`src/rtl/status_writer_if.sv`:
```
// rtl/status_writer_if.sv - AXI4 write-channel bundle (AW/W/B) used by the status writer
interface status_writer_if #(
   parameter int AXI_ID_WIDTH   = 8,
   parameter int AXI_ADDR_WIDTH = 64
);
   logic [AXI_ID_WIDTH-1:0]   awid;
   logic [AXI_ADDR_WIDTH-1:0] awaddr;
   logic [7:0]                awlen;
   logic [2:0]                awsize;
   logic [1:0]                awburst;
   logic                      awvalid;
   logic                      awready;
   logic [63:0]               wdata;
   logic [7:0]                wstrb;
   logic                      wlast;
   logic                      wvalid;
   logic                      wready;
   logic [AXI_ID_WIDTH-1:0]   bid;
   logic [1:0]                bresp;
   logic                      bvalid;
   logic                      bready;

   modport master (
      output awid, awaddr, awlen, awsize, awburst, awvalid,
      input  awready,
      output wdata, wstrb, wlast, wvalid,
      input  wready,
      input  bid, bresp, bvalid,
      output bready
   );

   modport slave (
      input  awid, awaddr, awlen, awsize, awburst, awvalid,
      output awready,
      input  wdata, wstrb, wlast, wvalid,
      output wready,
      output bid, bresp, bvalid,
      input  bready
   );
endinterface

```
`src/rtl/status_writer.sv`:
```
// rtl/status_writer.sv - round-robin arbiter that posts one 64-bit status word per request
// over a single-beat AXI4 write, then pulses the requesting channel's ack
module status_writer #(
   parameter int NUM_OF_INTERRUPTS = 1,
   parameter int AXI_ID_WIDTH      = 8,
   parameter int AXI_ADDR_WIDTH    = 64,
   parameter int AXI_WR_ID         = 0
) (
   input  logic                           s_axi_clk,
   input  logic                           s_axi_rst,
   input  logic [NUM_OF_INTERRUPTS-1:0]   status_req,
   input  logic [64*NUM_OF_INTERRUPTS-1:0] status_qword,
   input  logic [64*NUM_OF_INTERRUPTS-1:0] status_addr,
   output logic [NUM_OF_INTERRUPTS-1:0]   status_ack,
   status_writer_if.master                m_axi,
   output logic                           busy,
   output logic [15:0]                    wr_err_cnt
);
   localparam logic [1:0] ST_IDLE = 2'd0;
   localparam logic [1:0] ST_XFER = 2'd1;
   localparam logic [1:0] ST_RESP = 2'd2;
   localparam logic [1:0] ST_ACK  = 2'd3;
   localparam int IW = (NUM_OF_INTERRUPTS > 1) ? $clog2(NUM_OF_INTERRUPTS) : 1;

   logic [1:0]                   state;
   logic [IW-1:0]                rr_start;
   logic [NUM_OF_INTERRUPTS-1:0] grant_oh;
   logic [63:0]                  lat_addr;
   logic [63:0]                  lat_qword;
   logic                         aw_valid_q;
   logic                         w_valid_q;

   logic                         sel_found;
   logic [NUM_OF_INTERRUPTS-1:0] sel_oh;
   logic [IW-1:0]                sel_next;
   logic [63:0]                  sel_addr;
   logic [63:0]                  sel_qword;
   logic                         aw_done;
   logic                         w_done;
   logic [1:0]                   err_inc;
   logic [16:0]                  err_sum;

   // Two passes: channels at/after the pointer first, then the wrapped-around ones.
   always_comb begin
      sel_found = 1'b0;
      sel_oh    = '0;
      sel_next  = '0;
      sel_addr  = '0;
      sel_qword = '0;
      for (int p = 0; p < 2; p++) begin
         for (int j = 0; j < NUM_OF_INTERRUPTS; j++) begin
            if (!sel_found && status_req[j] && ((p == 0) == (j >= int'(rr_start)))) begin
               sel_found = 1'b1;
               sel_oh[j] = 1'b1;
               sel_addr  = status_addr[64*j +: 64];
               sel_qword = status_qword[64*j +: 64];
               sel_next  = (j == NUM_OF_INTERRUPTS - 1) ? '0 : IW'(j + 1);
            end
         end
      end
   end

   assign aw_done = !aw_valid_q || m_axi.awready;
   assign w_done  = !w_valid_q  || m_axi.wready;
   assign err_inc = {1'b0, lat_addr[2:0] != 3'b000} + {1'b0, m_axi.bresp != 2'b00};
   assign err_sum = {1'b0, wr_err_cnt} + {15'b0, err_inc};

   always_ff @(posedge s_axi_clk) begin
      if (s_axi_rst) begin
         state      <= ST_IDLE;
         rr_start   <= '0;
         grant_oh   <= '0;
         lat_addr   <= '0;
         lat_qword  <= '0;
         aw_valid_q <= 1'b0;
         w_valid_q  <= 1'b0;
         status_ack <= '0;
         wr_err_cnt <= '0;
      end else begin
         status_ack <= '0;
         case (state)
            ST_IDLE: begin
               if (sel_found) begin
                  state      <= ST_XFER;
                  grant_oh   <= sel_oh;
                  rr_start   <= sel_next;
                  lat_addr   <= sel_addr;
                  lat_qword  <= sel_qword;
                  aw_valid_q <= 1'b1;
                  w_valid_q  <= 1'b1;
               end
            end
            ST_XFER: begin
               if (aw_valid_q && m_axi.awready) aw_valid_q <= 1'b0;
               if (w_valid_q && m_axi.wready)   w_valid_q  <= 1'b0;
               if (aw_done && w_done)           state      <= ST_RESP;
            end
            ST_RESP: begin
               if (m_axi.bvalid) begin
                  state      <= ST_ACK;
                  status_ack <= grant_oh;
                  // A misaligned address and an error response each count once.
                  wr_err_cnt <= err_sum[16] ? 16'hFFFF : err_sum[15:0];
               end
            end
            ST_ACK:  state <= ST_IDLE;
            default: state <= ST_IDLE;
         endcase
      end
   end

   assign m_axi.awid    = AXI_ID_WIDTH'(AXI_WR_ID);
   assign m_axi.awaddr  = {lat_addr[AXI_ADDR_WIDTH-1:3], 3'b000};
   assign m_axi.awlen   = 8'd0;
   assign m_axi.awsize  = 3'd3;
   assign m_axi.awburst = 2'b01;
   assign m_axi.awvalid = aw_valid_q;
   assign m_axi.wdata   = lat_qword;
   assign m_axi.wstrb   = 8'hFF;
   assign m_axi.wlast   = 1'b1;
   assign m_axi.wvalid  = w_valid_q;
   assign m_axi.bready  = (state == ST_RESP);
   assign busy          = (state != ST_IDLE);

   // Only one write is ever outstanding, so the response ID carries no information.
   logic unused_bid;
   assign unused_bid = ^m_axi.bid;
endmodule
```
`src/flat_wrapper.sv`:
```
// flat-port wrapper written by rule: the top's interface ports become plain ports
module status_writer_flat 
#(
   parameter int NUM_OF_INTERRUPTS = 1,
   parameter int AXI_ID_WIDTH      = 8,
   parameter int AXI_ADDR_WIDTH    = 64,
   parameter int AXI_WR_ID         = 0
)
  (s_axi_clk, s_axi_rst, status_req, status_qword, status_addr, status_ack, busy, wr_err_cnt, m_axi_awid, m_axi_awaddr, m_axi_awlen, m_axi_awsize, m_axi_awburst, m_axi_awvalid, m_axi_awready, m_axi_wdata, m_axi_wstrb, m_axi_wlast, m_axi_wvalid, m_axi_wready, m_axi_bid, m_axi_bresp, m_axi_bvalid, m_axi_bready);
  status_writer_if #(.AXI_ID_WIDTH(AXI_ID_WIDTH), .AXI_ADDR_WIDTH(AXI_ADDR_WIDTH)) m_axi_i ();
  input  logic s_axi_clk;
  input  logic s_axi_rst;
  input  logic [NUM_OF_INTERRUPTS-1:0] status_req;
  input  logic [64*NUM_OF_INTERRUPTS-1:0] status_qword;
  input  logic [64*NUM_OF_INTERRUPTS-1:0] status_addr;
  output logic [NUM_OF_INTERRUPTS-1:0] status_ack;
  output logic busy;
  output logic [15:0] wr_err_cnt;
  output wire logic [$bits(m_axi_i.awid)-1:0] m_axi_awid;
  output wire logic [$bits(m_axi_i.awaddr)-1:0] m_axi_awaddr;
  output wire logic [$bits(m_axi_i.awlen)-1:0] m_axi_awlen;
  output wire logic [$bits(m_axi_i.awsize)-1:0] m_axi_awsize;
  output wire logic [$bits(m_axi_i.awburst)-1:0] m_axi_awburst;
  output wire logic [$bits(m_axi_i.awvalid)-1:0] m_axi_awvalid;
  input wire logic [$bits(m_axi_i.awready)-1:0] m_axi_awready;
  output wire logic [$bits(m_axi_i.wdata)-1:0] m_axi_wdata;
  output wire logic [$bits(m_axi_i.wstrb)-1:0] m_axi_wstrb;
  output wire logic [$bits(m_axi_i.wlast)-1:0] m_axi_wlast;
  output wire logic [$bits(m_axi_i.wvalid)-1:0] m_axi_wvalid;
  input wire logic [$bits(m_axi_i.wready)-1:0] m_axi_wready;
  input wire logic [$bits(m_axi_i.bid)-1:0] m_axi_bid;
  input wire logic [$bits(m_axi_i.bresp)-1:0] m_axi_bresp;
  input wire logic [$bits(m_axi_i.bvalid)-1:0] m_axi_bvalid;
  output wire logic [$bits(m_axi_i.bready)-1:0] m_axi_bready;
  assign m_axi_awid = m_axi_i.awid;
  assign m_axi_awaddr = m_axi_i.awaddr;
  assign m_axi_awlen = m_axi_i.awlen;
  assign m_axi_awsize = m_axi_i.awsize;
  assign m_axi_awburst = m_axi_i.awburst;
  assign m_axi_awvalid = m_axi_i.awvalid;
  assign m_axi_i.awready = m_axi_awready;
  assign m_axi_wdata = m_axi_i.wdata;
  assign m_axi_wstrb = m_axi_i.wstrb;
  assign m_axi_wlast = m_axi_i.wlast;
  assign m_axi_wvalid = m_axi_i.wvalid;
  assign m_axi_i.wready = m_axi_wready;
  assign m_axi_i.bid = m_axi_bid;
  assign m_axi_i.bresp = m_axi_bresp;
  assign m_axi_i.bvalid = m_axi_bvalid;
  assign m_axi_bready = m_axi_i.bready;
  status_writer #(.NUM_OF_INTERRUPTS(NUM_OF_INTERRUPTS), .AXI_ID_WIDTH(AXI_ID_WIDTH), .AXI_ADDR_WIDTH(AXI_ADDR_WIDTH), .AXI_WR_ID(AXI_WR_ID)) u_core (.s_axi_clk(s_axi_clk), .s_axi_rst(s_axi_rst), .status_req(status_req), .status_qword(status_qword), .status_addr(status_addr), .status_ack(status_ack), .m_axi(m_axi_i), .busy(busy), .wr_err_cnt(wr_err_cnt));
endmodule
```
`config.mk`:
```
export PLATFORM = sky130hd
export DESIGN_NAME = status_writer_flat
export DESIGN_NICKNAME = d
export VERILOG_FILES = /design/src/rtl/status_writer_if.sv /design/src/rtl/status_writer.sv /design/src/flat_wrapper.sv
export SDC_FILE = /design/constraint.sdc
export NUM_CORES = 1
export LEC_CHECK = 0
export ABC_CLOCK_PERIOD_IN_PS = 2100
export BUFFER_PORTS_ARGS = -buffer_cell sky130_fd_sc_hd__buf_2
export CORE_AREA = 2 2 125 127
export DETAILED_ROUTE_END_ITERATION = 10
export DIE_AREA = 0 0 127 129
export GPL_ROUTABILITY_DRIVEN = 0
export GPL_TIMING_DRIVEN = 0
export PLACE_DENSITY = 0.83
export REMOVE_ABC_BUFFERS = 1
export SYNTH_ARGS = -nofsm -noshare
export SYNTH_HDL_FRONTEND = slang
export SYNTH_SLANG_ARGS = --single-unit
```
`constraint.sdc`:
```
create_clock -name s_axi_clk -period 2.1 [get_ports s_axi_clk]
set_input_delay 0 -clock s_axi_clk [delete_from_list [all_inputs] [get_ports s_axi_clk]]
set_output_delay 0 -clock s_axi_clk [all_outputs]
set_load 0.03 [all_outputs]
```
-- Word-level counts from Yosys, hierarchy flattened
Cells that the tools add are included.
- $lt $le $gt $ge: 0
- equal/unequal tests: 8
- div/mod/pow operators: 0
- add/subtract/negate cells: 2
- shift operators: 0
- multipliers: 0
- reductions and logical operators: 18
- mux-type cells: 13
- bitwise gates (word level): 2
- operator list (operator ; count):
    two-way mux 64 bit ; 2
    adder 16 x 2 -> 17 bit ; 1
    two-way mux 16 bit ; 1
    AND reduction 3 bit ; 3
    inequality test 2 x 1 -> 1 bit, second input constant ; 4
    case mux 2 bit (4 select lines) ; 1
    two-way mux 2 bit ; 3
    nonzero test 2 bit ; 3
    equality test 2 bit, second input constant ; 2
    two-way mux 1 bit ; 4
    case mux 1 bit (2 select lines) ; 2
    AND reduction 2 bit ; 2
    logical AND 1 bit ; 3
    nonzero test 3 bit ; 1
    OR reduction 3 bit ; 1
    adder 1 x 1 -> 2 bit ; 1
    equality test 2 x 1 -> 1 bit, second input constant ; 1
    zero test 1 bit ; 2
    zero test 2 bit ; 1
    logical OR 1 bit ; 2
    inequality test 2 bit, second input constant ; 1
    NOT 1 bit ; 2
- memory bits (read-only): 0
- output and inout port bits: 179
- memories: 0
- input bits: 144
- word-level logic and storage cells: 51
- bits in latches: 0
- bits in writable memories: 0
- register bits after elaboration: 150

-- Logic depth before layout (Yosys ltp)
- depth in word-level cells: 5
- mapped depth: 9
- depth with buffers taken out: 8

-- Worst setup path before layout
Ideal clock, no wire load.
- path kind: register to register
- start point: reg u_core.wr_err_cnt[0]
- end point: reg u_core.wr_err_cnt[14]
- buffers on the path: 0
- path slack: -0.009 ns
- clock period less this slack: 2.109 ns
- data required time: 2.014 ns
- data arrival time: 2.024 ns
- library setup time: 0.086 ns
- cell stages (with the launch flop): 9
- cells stage by stage: dfxtp_1 inv_1 fa_1 inv_1 ha_1 nand2_1 nor4_4 a31oi_1 a211oi_1
- longest elaborated chain between the ends: 2
- ends and longest elaborated chain (what ; RTL line ; source):
    start: declaration ; status_writer.sv:17 ; output logic [15:0] wr_err_cnt
    start signal: assignment ; status_writer.sv:103 ; wr_err_cnt <= err_sum[16] ? 16'hFFFF : err_sum[15:0];
    adder 16 x 2 -> 17 bit ; status_writer.sv:66 ; assign err_sum = {1'b0, wr_err_cnt} + {15'b0, err_inc};
    two-way mux 16 bit ; status_writer.sv:103 ;
Every way passes these cells.
A chain may end at the register's enable or synchronous reset.

-- Worst setup path after layout
- start point: reg u_core.wr_err_cnt[0]
- end point: reg u_core.wr_err_cnt[10]
Same word-level chain as after synthesis.

==> impl_metrics.toml <==
[synth]
postSynthAreaPerCell_um2 = 7.934
syn-cell-area_mm2 = 0.006212
synth_cells = 783
yosys_warnings = 0
synth.distinct_cells = 38
ys_ff_latch = 150
ys_seq_area_share_pct = 48.34

[sta]
min_period_over_period_pct = 96.16
finalSetupViolations = 0
skew_ns = 0.009634
slew_headroom_pct = 58.44
hold_viol_final = 0
worstMarginPinSlew_ns = 0.6233
fin_crit_ns = 2.019
slew_viol_final = 0
fmax_mhz = 495.2
worst_slack_ns = 0.08072
fin_hold_ws_ns = 0.03071

[status]
status = "complete, no violations"

[die]
die_h_um = 129
ioPinCount = 323
initial_core_util_pct = 41.48
core-area_mm2 = 0.01498
die_area_mm2 = 0.01638
row_count = 45
chipWidth_um = 127

[grt]
busiest_layer = "met2"
grt_use_met3_pct = 6.944
grt_max_degree = 79
overflow = 0
met2_usage_pct = 40.26
gr-usage-met1_pct = 23.40
grt_pass1_wl_um = 29280
grt_pass1_vias = 6076
antenna_found_initial = 0
grt.total_usage_pct = 22.34

[critical_path]
path_class = "register to register"
critPathArrivalTime_ns = 2.30
cp_max_fo = 5
endpoint_kind = "register"
start_kind = "register"
crit_required_ns = 2.38

[clock_network]
path_clk_slew_ns = 0.07
cts_root_buf = "clkbuf_16"
htreeDepth = 4
clk-insertion-delay-late_ns = 0.42
numCtsBuffers = 17
cts.sinks = 150
cts_buffer_depth = 2
cts_tree = "built"

[detailed_routing]
viasPerCell = 4.813
drt-pass1-iter-count = 5
dr.first_iter.drc_count = 398
finalWirelength_um = 19370
wl_per_cell_um = 14.73
drtAntennaViolNets = 0
remaining_drc_errors = 0
vias = 6329

[power_and_ir_drop]
leakagePower_nw = 4.253
finalPower_mw = 10.44
ir_worst_vdd_mv = 0.9689
power_density_mw_per_mm2 = 1138

[final_layout]
final_nets = 1264
drive_gt1_share_pct = 29.55
fin_area_mm2 = 0.009173
area_growth_pct = 47.65
num_antenna_cells = 0
nFillCells = 1163

[worst_hold_path]
hp-class = "input pin to register"

[place]
dpl.hpwl_um = 10820
preCtsSetupSlack_ns = -0.02552
place_area_mm2 = 0.007204
port_buffers = 281

[job]
max-cap-violations = 0
-- repair_timing --
action,CTS,global route
hold buffers,130,0
buffers inserted,4,0
setup endpoints to repair,18,75
resized for setup,1,3
hold endpoints to repair,130,0
pin swaps,1,2
cloned,0,1
-- routing by layer --
metal,wire length [um],vias up
met5,0,-
met4,760,0
met3,1326,70
met2,10050,312
met1,7236,2876
li1,-,3071
-- flip-flops by register name, indices dropped and copies added (netlist names) --
name                  flops
u_core.grant_oh           1
u_core.lat_addr          64
u_core.m_axi.awvalid      1
u_core.m_axi.wdata       64
u_core.m_axi.wvalid       1
u_core.state              2
u_core.status_ack         1
u_core.wr_err_cnt        16
-- worst max-delay path, cell delays in order, from the launching register on --
cell,delay [ns]
dfxtp_1,0.35
inv_1,0.07
fa_1,0.44
inv_1,0.07
ha_1,0.18
nand2_2,0.13
nor4_1,0.38
xnor2_1,0.18
a21oi_2,0.08
-- per-stage QoR --
| stage | utilization, % | cells | setup TNS, ns |
|---|---|---|---|
| floorplan | - | 674 | -384.56 |
| global placement | 47.19 | 1143 | -676.69 |
| detailed placement | 48.10 | 1148 | -0.1678 |
| CTS | 61.06 | 1314 | 0 |
| global route | 61.24 | 1315 | -0.06475 |
| finish | 61.24 | 1315 | 0 |
-- area by class of cell --
type	instances	area, um2	share of cell area, %
Inverter	9	33.78	0.3683
Timing Repair Buffer	420	2859	31.17
Multi-Input combinational cell	516	2440	26.60
Tap cell	188	235.2	2.564
Clock buffer	18	439.2	4.788
Clock inverter	14	162.7	1.773
Sequential cell	150	3003	32.74
-- where the power goes --
part,total (mW),internal [mW],switching (mW)
sequential,3.61,3.35,0.264
clock,3.11,1.81,1.29
combinational,3.73,1.18,2.54
-- Yosys cell counts --
| cell | instances | area share [%] |
|---|---|---|
| a21oi_1 | 144 | 12 |
| nand3_1 | 6 | 0.48 |
| a311oi_1 | 1 | 0.14 |
| buf_2 | 13 | 1.0 |
| nor2_1 | 11 | 0.66 |
| mux2i_1 | 1 | 0.16 |
| inv_1 | 9 | 0.54 |
| o21bai_1 | 1 | 0.12 |
| buf_1 | 3 | 0.18 |
| nor3b_1 | 1 | 0.12 |
| buf_6 | 1 | 0.18 |
| ha_1 | 5 | 1.0 |
| o21a_1 | 1 | 0.12 |
| and4b_1 | 1 | 0.16 |
| nand3_4 | 1 | 0.28 |
| a21o_1 | 1 | 0.12 |
| fa_1 | 1 | 0.32 |
| nand4_4 | 1 | 0.34 |
| nor4_4 | 1 | 0.34 |
| xnor2_1 | 9 | 1.3 |
| nand3b_1 | 1 | 0.12 |
| clkbuf_1 | 29 | 1.8 |
| nor3_1 | 6 | 0.48 |
| nand3_2 | 1 | 0.16 |
| a22oi_1 | 1 | 0.12 |
| dfxtp_1 | 150 | 48 |
| nor4_1 | 4 | 0.40 |
| conb_1 | 2 | 0.12 |
| o21ai_0 | 3 | 0.24 |
| buf_4 | 94 | 11 |
| xor2_1 | 1 | 0.14 |
| nand2_1 | 266 | 16 |
| nor2b_1 | 4 | 0.40 |
| a211oi_1 | 1 | 0.12 |
| a21oi_2 | 2 | 0.28 |
| a31oi_1 | 3 | 0.30 |
| nor3_2 | 1 | 0.16 |
| nand4_1 | 2 | 0.20 |
-- final timing paths --
| path | from | end | slack, ns | depth (start not counted) |
|---|---|---|---|---|
| worst min register to register | u_core.m_axi.wdata[47] | u_core.m_axi.wdata[47] | 0.45 | 2 |
| worst max register to register | u_core.wr_err_cnt[0] | u_core.wr_err_cnt[10] | 0.08 | 8 |
| worst max-delay path | u_core.wr_err_cnt[0] | u_core.wr_err_cnt[10] | 0.08 | 8 |
| worst min-delay path | s_axi_rst | u_core.lat_addr[13] | 0.03 | 2 |
-- cell families after synthesis --
family	synth area share, %
flip-flops	48.34
multiplexers	0.1611
adder cells (fa/ha/maj)	1.329
AND/OR/NAND/NOR	20.40
other	0.1209
buffers and inverters	15.07
XOR/XNOR	1.410
AO/OA/AOI/OAI	13.17
-- placed cells by master, fill, tap and decap left out, drive strengths merged --
master / n
o21ai: 3
buf: 290
clkbuf: 18
clkinv: 1
conb: 33
nor3: 7
o21a: 1
a211oi: 1
dlygate4sd3: 130
bufinv: 2
fa: 1
a31oi: 3
a22oi: 1
nor3b: 1
ha: 5
nor4: 5
and4b: 1
inv: 16
nor2: 11
nor2b: 4
a311oi: 1
mux2i: 1
dfxtp: 150
xor2: 1
nand3: 9
a21oi: 146
o21bai: 1
nand2: 266
nand3b: 1
a21o: 1
nand4: 3
clkinvlp: 4
xnor2: 9
No activity file was read; power rests on OpenSTA's default activity.
